<file path="config.mk">
export PLATFORM = sky130hd
export DESIGN_NAME = uart_rx_flat
export DESIGN_NICKNAME = d
export VERILOG_FILES = /design/src/rtl/uart_pkg.sv /design/src/rtl/uart_rx_if.sv /design/src/rtl/sync_2ff.sv /design/src/rtl/uart_rx.sv /design/src/flat_wrapper.sv
export SDC_FILE = /design/constraint.sdc
export NUM_CORES = 1
export LEC_CHECK = 0
export ABC_AREA = 1
export ABC_CLOCK_PERIOD_IN_PS = 1650
export CAP_MARGIN = 5
export CORE_MARGIN = 3
export CORE_UTILIZATION = 35
export DETAILED_ROUTE_END_ITERATION = 12
export PLACE_DENSITY = 0.64
export SLEW_MARGIN = 30
export SYNTH_ARGS = -nofsm -noshare
export SYNTH_HDL_FRONTEND = slang
export SYNTH_HIERARCHICAL = 1
export SYNTH_SLANG_ARGS = --single-unit
</file>
<file path="constraint.sdc">
create_clock -name clk -period 1.65 [get_ports clk]
set_input_delay 0.2475 -clock clk [delete_from_list [all_inputs] [get_ports clk]]
set_output_delay 0.2475 -clock clk [all_outputs]
set_load 0.05 [all_outputs]
</file>
<file path="src/rtl/uart_pkg.sv">
// Shared UART definitions: FSM state encoding, data width and default bit period.
package uart_pkg;

    localparam int unsigned UART_DATA_W       = 8;
    localparam int unsigned UART_CLKS_PER_BIT = 104;

    typedef enum logic [2:0] {
        IDLE      = 3'd0,
        START     = 3'd1,
        DATA      = 3'd2,
        PARITY    = 3'd3,
        STOP      = 3'd4,
        WAIT_HIGH = 3'd5
    } uart_state_e;

endpackage

</file>
<file path="src/rtl/uart_rx_if.sv">
// Byte handshake between the UART receiver (master) and the command controller (slave).
interface uart_rx_if;
    import uart_pkg::*;

    logic                   rx_valid;
    logic                   rx_ready;
    logic [UART_DATA_W-1:0] rx_data_out;

    modport master (output rx_valid, output rx_data_out, input rx_ready);
    modport slave  (input rx_valid, input rx_data_out, output rx_ready);

endinterface

</file>
<file path="src/rtl/sync_2ff.sv">
// Two-flop synchronizer for a single asynchronous bit with a configurable reset value.
module sync_2ff #(
    parameter logic RST_VAL = 1'b1
) (
    input  logic clk,
    input  logic rst_n,
    input  logic d_i,
    output logic q_o
);

    logic [1:0] ff_q;

    always_ff @(posedge clk or negedge rst_n) begin
        if (!rst_n) ff_q <= {2{RST_VAL}};
        else        ff_q <= {ff_q[0], d_i};
    end

    assign q_o = ff_q[1];

endmodule

</file>
<file path="src/rtl/uart_rx.sv">
// UART receiver: mid-bit sampling of 8N1 frames (8E1 with UART_RX_PARITY_EN) into a
// one-entry byte buffer on a valid/ready handshake.
module uart_rx
    import uart_pkg::*;
#(
    parameter int unsigned CLKS_PER_BIT = UART_CLKS_PER_BIT
) (
    input  logic     clk,
    input  logic     rst_n,
    input  logic     uart_rxd,
    input  logic     rx_enable,
    uart_rx_if.master rx_if,
    output logic     frame_err,
    output logic     overrun,
    output logic     parity_err
);

    localparam int unsigned CNT_W = $clog2(CLKS_PER_BIT);
    localparam logic [CNT_W-1:0] CNT_HALF = CNT_W'(CLKS_PER_BIT / 2 - 1);
    localparam logic [CNT_W-1:0] CNT_FULL = CNT_W'(CLKS_PER_BIT - 1);

    logic                   rxd_s;
    uart_state_e            state_q, state_d;
    logic [CNT_W-1:0]       cnt_q, cnt_d;
    logic [2:0]             idx_q, idx_d;
    logic [UART_DATA_W-1:0] shift_q, shift_d;
    logic [UART_DATA_W-1:0] data_q, data_d;
    logic                   valid_q, valid_d;
    logic                   ferr_q, ovr_q, ovr_d;
    logic                   expire_c, deliver_c, ferr_c;
`ifdef UART_RX_PARITY_EN
    logic                   par_bad_q, par_bad_d;
    logic                   perr_q, perr_c;
`endif

    sync_2ff #(.RST_VAL(1'b1)) u_sync (
        .clk  (clk),
        .rst_n(rst_n),
        .d_i  (uart_rxd),
        .q_o  (rxd_s)
    );

    assign expire_c = (cnt_q == '0);

    // State register
    always_ff @(posedge clk or negedge rst_n) begin
        if (!rst_n) state_q <= IDLE;
        else        state_q <= state_d;
    end

    // Next-state logic; dropping rx_enable aborts any frame
    always_comb begin
        state_d = state_q;
        if (!rx_enable) begin
            state_d = IDLE;
        end else begin
            case (state_q)
                IDLE:      if (!rxd_s) state_d = START;
                START:     if (expire_c) state_d = rxd_s ? IDLE : DATA;
`ifdef UART_RX_PARITY_EN
                DATA:      if (expire_c && idx_q == 3'd7) state_d = PARITY;
                PARITY:    if (expire_c) state_d = STOP;
`else
                DATA:      if (expire_c && idx_q == 3'd7) state_d = STOP;
`endif
                STOP:      if (expire_c) state_d = rxd_s ? IDLE : WAIT_HIGH;
                WAIT_HIGH: if (rxd_s) state_d = IDLE;
                default:   state_d = IDLE;
            endcase
        end
    end

    // Datapath and output decode
    always_comb begin
        cnt_d     = cnt_q;
        idx_d     = idx_q;
        shift_d   = shift_q;
        deliver_c = 1'b0;
        ferr_c    = 1'b0;
`ifdef UART_RX_PARITY_EN
        par_bad_d = par_bad_q;
        perr_c    = 1'b0;
`endif
        case (state_q)
            IDLE: if (!rxd_s) cnt_d = CNT_HALF;
            START: begin
                if (expire_c) begin
                    cnt_d = CNT_FULL;
                    idx_d = 3'd0;
                end else begin
                    cnt_d = cnt_q - CNT_W'(1);
                end
            end
            DATA: begin
                if (expire_c) begin
                    cnt_d   = CNT_FULL;
                    shift_d = {rxd_s, shift_q[UART_DATA_W-1:1]};
                    idx_d   = idx_q + 3'd1;
                end else begin
                    cnt_d = cnt_q - CNT_W'(1);
                end
            end
`ifdef UART_RX_PARITY_EN
            PARITY: begin
                if (expire_c) begin
                    cnt_d     = CNT_FULL;
                    par_bad_d = rxd_s ^ (^shift_q);
                end else begin
                    cnt_d = cnt_q - CNT_W'(1);
                end
            end
`endif
            STOP: begin
                if (expire_c) begin
                    cnt_d = CNT_FULL;
                    if (!rxd_s) ferr_c = rx_enable;
`ifdef UART_RX_PARITY_EN
                    else if (par_bad_q) perr_c = rx_enable;
`endif
                    else deliver_c = rx_enable;
                end else begin
                    cnt_d = cnt_q - CNT_W'(1);
                end
            end
            default: ;
        endcase

        // One-entry buffer: accept when empty or draining this cycle
        valid_d = valid_q;
        data_d  = data_q;
        ovr_d   = 1'b0;
        if (valid_q && rx_if.rx_ready) valid_d = 1'b0;
        if (deliver_c) begin
            if (!valid_q || rx_if.rx_ready) begin
                valid_d = 1'b1;
                data_d  = shift_q;
            end else begin
                ovr_d = 1'b1;
            end
        end
    end

    always_ff @(posedge clk or negedge rst_n) begin
        if (!rst_n) begin
            cnt_q   <= '0;
            idx_q   <= '0;
            shift_q <= '0;
            data_q  <= '0;
            valid_q <= 1'b0;
            ferr_q  <= 1'b0;
            ovr_q   <= 1'b0;
        end else begin
            cnt_q   <= cnt_d;
            idx_q   <= idx_d;
            shift_q <= shift_d;
            data_q  <= data_d;
            valid_q <= valid_d;
            ferr_q  <= ferr_c;
            ovr_q   <= ovr_d;
        end
    end

`ifdef UART_RX_PARITY_EN
    always_ff @(posedge clk or negedge rst_n) begin
        if (!rst_n) begin
            par_bad_q <= 1'b0;
            perr_q    <= 1'b0;
        end else begin
            par_bad_q <= par_bad_d;
            perr_q    <= perr_c;
        end
    end
    assign parity_err = perr_q;
`else
    assign parity_err = 1'b0;
`endif

    assign rx_if.rx_valid    = valid_q;
    assign rx_if.rx_data_out = data_q;
    assign frame_err         = ferr_q;
    assign overrun           = ovr_q;

endmodule

</file>
<file path="src/flat_wrapper.sv">
// flat-port wrapper written by rule: the top's interface ports become plain ports
module uart_rx_flat import uart_pkg::*;
#(
    parameter int unsigned CLKS_PER_BIT = UART_CLKS_PER_BIT
)
  (clk, rst_n, uart_rxd, rx_enable, frame_err, overrun, parity_err, rx_if_rx_valid, rx_if_rx_data_out, rx_if_rx_ready);
  uart_rx_if rx_if_i ();
  input  logic clk;
  input  logic rst_n;
  input  logic uart_rxd;
  input  logic rx_enable;
  output logic frame_err;
  output logic overrun;
  output logic parity_err;
  output wire logic [$bits(rx_if_i.rx_valid)-1:0] rx_if_rx_valid;
  output wire logic [$bits(rx_if_i.rx_data_out)-1:0] rx_if_rx_data_out;
  input wire logic [$bits(rx_if_i.rx_ready)-1:0] rx_if_rx_ready;
  assign rx_if_rx_valid = rx_if_i.rx_valid;
  assign rx_if_rx_data_out = rx_if_i.rx_data_out;
  assign rx_if_i.rx_ready = rx_if_rx_ready;
  uart_rx #(.CLKS_PER_BIT(CLKS_PER_BIT)) u_core (.clk(clk), .rst_n(rst_n), .uart_rxd(uart_rxd), .rx_enable(rx_enable), .rx_if(rx_if_i), .frame_err(frame_err), .overrun(overrun), .parity_err(parity_err));
endmodule
</file>
==> impl_results.md <==
- Setup TNS: 0 ns
- Crit-path max FO: 8
- Drt first pass iters: 4
- Switching share of power: 35.72%
- GRT Overall Usage: 12.69%
- Die Outline Area: 5692 µm²
- Worst r2r path cells: 9
- Die Span X: 75.45 µm
- Flop and latch count out of synthesis: 34
- Comb pwr share: 27.9%
- Status: complete, no violations
- First DRT Iteration DRCs: 64
- Pleak: 0.001111 µW
- Post-synth design cell area: 1688 µm²
- Synth top area cells: dfrtp_1, nand2_1, inv_1
- Reg2Reg Capture Point: u_core/rx_if.rx_data_out[7]$_DFFE_PN0P_
- Sequential-to-total area share from yosys stat: 50.56%
- Maximum root-to-sink buffer count: 2
- Placement Rows: 24
- Hold/Removal Path Class: in2async
- Unrepaired setup endpoints after global routing: no
- Detailed-placement wirelength estimate: 2.294 mm
- Count of boundary I/O pins: 17
- Share of Yosys cell area claimed by the top area cell type: 47.44%
- Critical path endpoint category: flip-flop
- Starting density of the core: 37.47%
- Share of synthesized flip-flops with an asynchronous set or reset: 100.0%
- Clock tree from TritonCTS: yes
- Core Box Area: 4504 µm²
- Internal portion of total power: 1461 µW
- Slew Limit Fails: 0
- Power density of the placed cells: 1115 nW/µm²
- Fin util: 45.28%
- Number of failing setup endpoints in the final timing report: 0
- Number of nets in the synthesized netlist: 205
- Total clock sinks: 34
- Number of buffers created by CTS: 5
- Crit Path Category: reg2reg
- ANT nets after route: 0
- Relative contribution of sequential cells to total power: 43.6%
- Mean number of vias per cell: 4.772
- Data required, critical path: 1.84 ns
- Arrival time at the worst endpoint: 1.67 ns
- Via count: 1317
- Clock-pin slew on the worst setup and hold paths: 0.07 ns
- Routed wirelength normalized by instance count: 11.38 µm
- Most frequent cells after synthesis: nand2_1, dfrtp_1, inv_1
- Main synth FF type: dfrtp_1
- Htree depth: 2
- Time the final worst path needs with I/O delays and setup: 1.486 ns
- Remaining routing DRC violations: 0
- Synthesized instance count: 196
- Layout area overhead: 20.83%
- Root buf cell: clkbuf_8
- Layout cell share with drive strength beyond 1: 19.20%
- ANT cells: 0
- Skew-Pair Late Insertion Delay: 0.29 ns
- Warnings, synthesis: 6
- Maximum number of pins on one net before global-route repair: 35
- Hold Violations, Final: 0
- Residual overflow from global routing: 0
- Post-synthesis cell type with the largest combined area: dfrtp_1
- Fraction of the cycle the final worst path needs: 90.05%
- Global-route wire length before repair: 5.347 mm
- Vias in the first global route: 1234
- Quantity of hold-fixing buffers added after cts: 0
- # fillers: 451
- Number of enable flip-flop cells after synthesis: 0
- Die height: 75.45 µm
- Average footprint of a synthesized cell: 8.612 µm²
- Drt total wl: 3.142 mm
- Number of antenna violations at the first check in global routing: 0
- Critical register-to-register path startpoint: u_core/cnt_q[0]$_DFFE_PN0P_
- Worst-case vdd ir drop: 482.3 µV
- Post-layout net count: 232
- Last weighted congestion value of the routability-driven placer: 0.8028
- Kind of start point of the critical path: flip-flop
- Max-cap viol count: 0
- Clock network fraction of total power: 28.5%
- Worst Clk Skew: 0.006530 ns
- Achievable Freq: 0.6730 GHz
- I/O Buffers: 15
- Most common cell in the synthesized netlist: nand2_1
- Post-synthesis cell type count: 29
- Net load switching power: 812.0 µW
- Setup slack of the worst register-to-register path: 0.16 ns
-- worst max path at each step --
stage,startpoint,endpoint,slack (ns),depth (start not counted)
final,u_core/cnt_q[0]$_DFFE_PN0P_,u_core/rx_if.rx_data_out[7]$_DFFE_PN0P_,0.16,9
after global routing,u_core/cnt_q[0]$_DFFE_PN0P_,u_core/rx_if.rx_data_out[3]$_DFFE_PN0P_,0.03,9
after CTS,u_core/cnt_q[0]$_DFFE_PN0P_,u_core/rx_if.rx_data_out[7]$_DFFE_PN0P_,0.04,9
after detailed placement,u_core/cnt_q[0]$_DFFE_PN0P_,u_core/rx_if.rx_data_out[7]$_DFFE_PN0P_,0.06,9
after global placement,u_core/cnt_q[0]$_DFFE_PN0P_,u_core/rx_if.rx_data_out[6]$_DFFE_PN0P_,0.09,9
after floorplan,u_core/cnt_q[0]$_DFFE_PN0P_,u_core/rx_if.rx_data_out[0]$_DFFE_PN0P_,0.19,9
-- metal layers --
layer,vias to the layer above,track usage [%],routed length [µm]
li1,688,-,-
met1,593,16.94,1600
met2,28,18.50,1327
met3,8,2.770,118
met4,0,8.155,95
met5,-,0,0
-- cell usage in the layout, fill, tap and decap left out, types with 2 or more instances in the layout --
cell type	synthesis	routed
nor2_8	2	2
dfrtp_1	32	32
nand2_4	2	2
a21oi_1	7	7
buf_4	1	17
dfstp_2	2	2
o21ai_1	5	5
nand2_1	57	57
nor2_1	15	15
nor2_4	2	2
clkbuf_8	0	6
inv_1	21	20
nand3_2	3	3
buf_12	0	2
o21ai_0	7	7
ha_1	4	4
nand3_1	13	13
nand4_1	10	10
clkdlybuf4s50_1	0	4
-- registers in the layout, indices dropped and copies added (netlist names) --
register and flops:
u_core/shift_q 8, u_core/u_sync/ff_q 2, u_core/overrun 1, u_core/rx_if.rx_data_out 8, u_core/state_q 3, u_core/frame_err 1, u_core/cnt_q 7, u_core/idx_q 3
u_core/rx_if.rx_valid 1
-- critical path: stages, from the launching register on --
cell and delay [ns]:
dfrtp_1 0.40, inv_2 0.08, ha_1 0.14, nand2_1 0.12, nor2_8 0.16, inv_6 0.07
nor2_8 0.16, nand3_4 0.12, nand2_1 0.09, nand2_1 0.05
-- through the flow --
stage                     worst slack, ns  cell area (µm²)  instances  power (µW)  hold slack [ns]
after floorplan                    0.1883             1688        196        1471         -0.04809
after global placement            0.08515             1902        264        1635           0.3488
after detailed placement          0.05731             1902        264        1643           0.3490
after CTS                         0.04360             1997        272        2303           0.3126
after global routing              0.02888             2039        276        2437           0.3182
final                              0.1641             2039        276        2273           0.3135
-- power groups by stage --
| stage | Clock, µW | Combinational [µW] | Sequential [µW] |
|---|---|---|---|
| 2_1_floorplan | 0 | 480 | 991 |
| 3_3_place_gp | 0 | 631 | 1000 |
| 3_5_place_dp | 0 | 639 | 1000 |
| 4_1_cts | 671 | 641 | 990 |
| 5_1_grt | 702 | 734 | 1000 |
| 6_report | 647 | 635 | 991 |
-- layout make-up --
cell class	instances	area [µm²]	share of cell area, %
multi-input cells	136	726.9	35.64
flip-flops and latches	34	853.3	41.84
clock buffers	6	82.58	4.049
inverters	23	91.34	4.479
well taps	52	65.06	3.190
repair buffers	23	207.7	10.18
clock inverters	2	12.51	0.6135
-- logic make-up after synthesis --
logic type | after synthesis | synth area share [%]
and+or+nand+nor | 108 | 32.47
DFF | 34 | 50.56
buffers and inverters | 26 | 6.375
AOI/OAI and AO/OA | 22 | 6.894
adders and majority gates | 4 | 2.965
xor gates and xnor gates | 1 | 0.5190
other | 1 | 0.2222
-- what timing repair did --
item,CTS,global route
gates resized for setup,0,1
setup buffers,0,4
endpoints found under the setup margin,0,8
(Power assumes the default switching activity.)
